## src/rtl/cam_frame_tx.sv

```systemverilog
// cam_frame_tx: synthetic imager that emits framed 40-bit LVDS-style words (sync code + 4 pixel lanes).
// The FSM and counters describe the word due next; the output register lags them by one edge.
module cam_frame_tx #(
   parameter int          LINE_WORDS  = 320,
   parameter int          LINES       = 1024,
   parameter int          HBLANK      = 16,
   parameter int          VBLANK      = 64,
   parameter logic [7:0]  SYNC_FS     = 8'hAA,
   parameter logic [7:0]  SYNC_LS     = 8'h2A,
   parameter logic [7:0]  SYNC_IMG    = 8'h35,
   parameter logic [7:0]  SYNC_LE     = 8'h0A,
   parameter logic [7:0]  SYNC_FE     = 8'hCA,
   parameter logic [7:0]  SYNC_BL     = 8'h15,
   parameter logic [7:0]  TRAIN       = 8'h3A,
   parameter bit          INVERT_DATA = 1'b0
) (
   input  logic        c,
   input  logic        rst_n,
   input  logic        en,
   input  logic [1:0]  pattern_sel,
   output logic [39:0] rxd,
   output logic        busy,
   output logic [15:0] frame_cnt
);
   localparam int WW = LINE_WORDS > 1 ? $clog2(LINE_WORDS) : 1;
   localparam int RW = LINES > 1 ? $clog2(LINES) : 1;
   localparam int BW = $clog2((HBLANK > VBLANK ? HBLANK : VBLANK) + 1);
   localparam logic [WW-1:0] W_LAST = WW'(LINE_WORDS - 1);
   localparam logic [RW-1:0] R_LAST = RW'(LINES - 1);
   localparam logic [BW-1:0] H_LAST = BW'(HBLANK - 1);
   localparam logic [BW-1:0] V_LAST = BW'(VBLANK - 1);
   localparam logic [31:0] INV_MASK  = {32{INVERT_DATA}};
   localparam logic [31:0] IDLE_DATA = {4{TRAIN}} ^ INV_MASK;

   typedef enum logic [1:0] {IDLE, ACTIVE, HBL, VBL} state_t;

   state_t          r_state;
   logic [WW-1:0]   r_word;
   logic [RW-1:0]   r_row;
   logic [BW-1:0]   r_blank;
   logic [1:0]      r_pat;
   logic [7:0]      r_snap;
   logic            w_last_word;
   logic            w_last_row;
   logic            w_start;
   logic [7:0]      w_sync;
   logic [7:0]      w_col;
   logic [7:0]      w_row;
   logic [31:0]     w_data;

   assign w_last_word = r_word == W_LAST;
   assign w_last_row  = r_row == R_LAST;
   assign w_start     = en && (r_state == IDLE || (r_state == VBL && r_blank == V_LAST));
   assign w_sync      = r_word == '0 ? (r_row == '0 ? SYNC_FS : SYNC_LS) :
                        w_last_word  ? (w_last_row ? SYNC_FE : SYNC_LE) : SYNC_IMG;

   // Pixel values are taken mod 256, so column and row are folded to 8 bits up front.
   always_comb begin
      w_data = '0;
      w_col  = '0;
      w_row  = 8'(r_row);
      for (int i = 0; i < 4; i++) begin
         w_col = 8'({r_word, 2'(i)});
         w_data[8*i +: 8] = r_pat == 2'd0 ? w_col + w_row :
                            r_pat == 2'd1 ? {8{w_col[0] ^ w_row[0]}} :
                            r_pat == 2'd2 ? 8'h80 : r_snap;
      end
   end

   always_ff @(posedge c) begin
      if (!rst_n) begin
         r_state   <= IDLE;
         r_word    <= '0;
         r_row     <= '0;
         r_blank   <= '0;
         r_pat     <= '0;
         r_snap    <= '0;
         rxd       <= {SYNC_BL, IDLE_DATA};
         busy      <= 1'b0;
         frame_cnt <= '0;
      end else begin
         rxd  <= r_state == ACTIVE ? {w_sync, w_data ^ INV_MASK} : {SYNC_BL, IDLE_DATA};
         busy <= r_state != IDLE;
         if (r_state == ACTIVE && w_last_word && w_last_row)
            frame_cnt <= frame_cnt + 1'b1;
         if (w_start) begin
            r_pat  <= pattern_sel;
            r_snap <= frame_cnt[7:0];
         end
         case (r_state)
            IDLE: if (en) r_state <= ACTIVE;
            ACTIVE: begin
               if (w_last_word) begin
                  r_word  <= '0;
                  r_state <= w_last_row ? VBL : HBL;
                  if (w_last_row) r_row <= '0;
               end else begin
                  r_word <= r_word + 1'b1;
               end
            end
            HBL: begin
               if (r_blank == H_LAST) begin
                  r_blank <= '0;
                  r_row   <= r_row + 1'b1;
                  r_state <= ACTIVE;
               end else begin
                  r_blank <= r_blank + 1'b1;
               end
            end
            VBL: begin
               if (r_blank == V_LAST) begin
                  r_blank <= '0;
                  r_state <= en ? ACTIVE : IDLE;
               end else begin
                  r_blank <= r_blank + 1'b1;
               end
            end
            default: r_state <= IDLE;
         endcase
      end
   end
endmodule

```

## config.mk

```make
export PLATFORM = sky130hd
export DESIGN_NAME = cam_frame_tx
export DESIGN_NICKNAME = d
export VERILOG_FILES = /design/src/rtl/cam_frame_tx.sv
export SDC_FILE = /design/constraint.sdc
export NUM_CORES = 1
export LEC_CHECK = 0
export BUFFER_PORTS_ARGS = -buffer_cell sky130_fd_sc_hd__clkbuf_2
export CAP_MARGIN = 20
export CORE_MARGIN = 4
export CORE_UTILIZATION = 43
export CTS_CLUSTER_DIAMETER = 40
export CTS_CLUSTER_SIZE = 12
export DETAILED_ROUTE_END_ITERATION = 16
export PLACE_DENSITY = 0.69
export REMOVE_ABC_BUFFERS = 1
export SLEW_MARGIN = 20
export SYNTH_ARGS = -nofsm -noshare
export SYNTH_HDL_FRONTEND = slang
export SYNTH_SLANG_ARGS = --single-unit
```

## constraint.sdc

```tcl
create_clock -name c -period 2.5 [get_ports c]
set_clock_uncertainty 0.2 [all_clocks]
set_input_delay 0.25 -clock c [delete_from_list [all_inputs] [get_ports c]]
set_output_delay 0.25 -clock c [all_outputs]
set_load 0.05 [all_outputs]
```

==> flow_summary.yaml <==
detailed_routing:
  postRouteAntennaNets: 0
  drt_pre_antenna_iters: 5
  wl_per_cell_um: 14.44
  first_iter_violations: 270
  routed_wl_um: 10350
  via_per_inst: 5.364
  route.detailed.drc: 0
  route.vias.total: 3846
sta:
  relSlewSlack_pct: 59.87
  rsz0062_at_grt: "no"
  setup_tns_ns: 0
  worstMarginPinSlew_ns: 0.6013
  setup_viol: 0
  max_freq_mhz: 436.1
  fin_crit_sh_pct: 91.73
  drv_slew: 0
  min_period_ns: 2.293
  finalHoldViolCount: 0
  worst_slack_ns: 0.2069
worst_hold_path:
  hold_path_depth: 3
  hold_path.class: "in2reg"
  min-delay-start: "rst_n"
  hold_path_end: "r_state[0]$_SDFFE_PN0P_"
global_routing:
  grt_max_degree: 22
  grt-busiest-layer: "met2"
  grtUsageMet2_pct: 29.13
  antenna_found_initial: 0
  met1_usage_pct: 23.39
  grt_overflow: 0
  grt_pass1_vias: 3554
  grt_pass1_wl_um: 16970
  grt_util_met3_pct: 3.582
  groute.usage.overall_pct: 17.98
logic_synthesis:
  synth_area_um2: 4338
  ys_seq_area_share_pct: 41.53
  ys.flop_type: "dfxtp_1"
  post-synth-top-count-cell: "dfxtp_1"
  yosys-top-cells-count: "90 x dfxtp_1, 53 x nor2_1, 51 x nand2_1"
  yosys_warnings: 0
  synth.avg_cell_area_um2: 8.391
  synth_enable_flop_cells: 0
  synth_area_leaders: "dfxtp_1 42%, xor2_1 5.2%, o21ai_0 5.2%"
  yosysTopAreaCell: "dfxtp_1"
  synth-seq-cells: 90
  synth_cells: 517
  ys_types: 51
  synth_top_area_share_pct: 41.53
  postSynth.asyncResetShare_pct: 0
clock_tree:
  cts.sinks: 90
  clock-root-buffer: "clkbuf_8"
  max-clock-path-buffers: 2
  tritoncts: "yes"
  cts_inserted_buffers: 9
  cts_setup_buffers: 0
  worstSkewPairLatency_ns: 0.37
  htreeDepth: 3
  clk_pin_slew_worst_paths_ns: 0.10
worst_setup_path:
  cp_cell_sequence: "ha_1, nand4b_4, nor4_4, nand3_4, or3_1, a21oi_1"
  r2r_end: "frame_cnt[15]$_SDFFE_PN0P_"
  path_class: "reg2reg"
  cp_max_fo: 9
  critPathSlowestCell: "dfxtp_1"
  timing.rr.start: "r_word[0]$_SDFFE_PN0P_"
  worstPathRequired_ns: 2.61
  rr_worst_depth: 6
  arrival_ns: 2.40
  worstSetupStartpoint: "r_word[0]$_SDFFE_PN0P_"
  end_kind: "register"
  cp-start-kind: "register"
  regToRegSetupSlack_ns: 0.21
  max_stage_delay_ns: 0.45
place:
  place_congestion: 0.9620
  hpwl_um: 7741
  portBuffers: 61
  place_ws_ns: 0.1954
floorplanning:
  start_util_pct: 44.18
  num_rows: 36
  io_pins: 62
  die_w_um: 108.4
  dieHeight_um: 108.4
  fp.coreArea_um2: 9819
  die_area_um2: 11760
pwr:
  power.density_nw_per_um2: 550.9
  peakVddDrop_v: 0.0002465
  p_leak_uw: 0.002142
layout:
  drive_gt1_share_pct: 17.81
  area_growth_pct: 16.24
  nets: 599
  diodes: 0
outcome:
  status: "completed"
run:
  maxCapViolations: 0
-- where the power goes --
part	internal (uW)	leakage, uW	total [uW]	switching (uW)
Sequential	1460	0.000730	1480	18.6
Clock	474	0.0000954	1010	537
Combinational	75.4	0.00132	285	210
-- sequential cells by signal, summed over array words and instances (netlist names) --
register,cells
rxd,35
frame_cnt,16
r_pat,2
r_row,10
busy,1
r_snap,8
r_state,2
r_word,9
r_blank,7
-- per-layer routing --
| layer | up-vias | share of wire (%) |
|---|---|---|
| met4 | 0 | 2.4 |
| met1 | 1757 | 45 |
| li1 | 1926 | - |
| met5 | - | 0 |
| met3 | 22 | 5.8 |
| met2 | 141 | 47 |
-- cells by family after synthesis --
family | count (synthesis) | share of synthesized area, %
flip-flops | 90 | 41.53
adder cells (fa/ha/maj) | 15 | 4.500
XOR/XNOR | 36 | 7.268
multiplexers | 12 | 2.769
buffers and inverters | 48 | 4.701
AND/OR/NAND/NOR | 197 | 23.45
AO/OA/AOI/OAI | 119 | 15.78
-- cell type report --
class                           count  area, um2
Inverter                           16      60.06
Multi-Input combinational cell    379       2332
Fill cell                         956       4777
Clock buffer                       10      127.6
Tap cell                          133      166.4
Sequential cell                    90       1802
Clock inverter                      6      78.83
Timing Repair Buffer               83      475.5
-- placed cells by master (no fill, tap or decap), types with 3 or more instances in the layout --
cell      synthesis  final
or3_1            10     10
nor2b_1           4      4
inv_1            15     15
o31ai_1           4      4
clkbuf_8          0      9
o21ai_0          45     44
xor2_1           26     26
nand4_1          15     15
ha_1             14     14
and3_1            6      6
mux2i_1          12     12
and4_1            3      3
a31oi_1           6      6
dfxtp_1          90     90
xnor2_1          10     10
buf_4             5     20
a21o_1           11     11
nor4_1            5      5
nand3_1          22     22
nand2b_1          8      8
nor2_1           53     53
nand2_1          51     51
a21oi_1          39     39
nor4b_1           3      3
nor3_1            4      4
clkbuf_2          0     61
-- metrics by stage --
stage / cells / hold WS [ns] / total power, uW / utilization, % / instance area [um2]
floorplan: 485 / 0.1883 / 1714 / - / 4194
global placement: 699 / 0.2753 / 1793 / 49.04 / 4816
detailed placement: 699 / 0.2848 / 1797 / 49.04 / 4816
CTS: 717 / 0.02525 / 2800 / 51.35 / 5042
global route: 717 / 0.06859 / 2890 / 51.35 / 5042
finish: 717 / 0.04434 / 2778 / 51.35 / 5042
-- how the worst max path moves through the flow --
stage | end
final | frame_cnt[15]$_SDFFE_PN0P_
after global routing | frame_cnt[15]$_SDFFE_PN0P_
after CTS | frame_cnt[13]$_SDFFE_PN0P_
after detailed placement | frame_cnt[15]$_SDFFE_PN0P_
after global placement | frame_cnt[15]$_SDFFE_PN0P_
after floorplan | r_pat[0]$_SDFFE_PN0P_
-- worst max-delay path, delay by kind of cell (launching register included) --
kind | cells | cell delay, ns
fa+ha+maj | 1 | 0.30
flops | 1 | 0.45
compound gates | 1 | 0.13
simple gates | 4 | 1.15
-- what timing repair did --
action | CTS | global route
resized for setup | 0 | 0
hold buffers | 2 | 0
endpoints found under the hold margin | 2 | 0
Power figures use the tool's default switching activity.
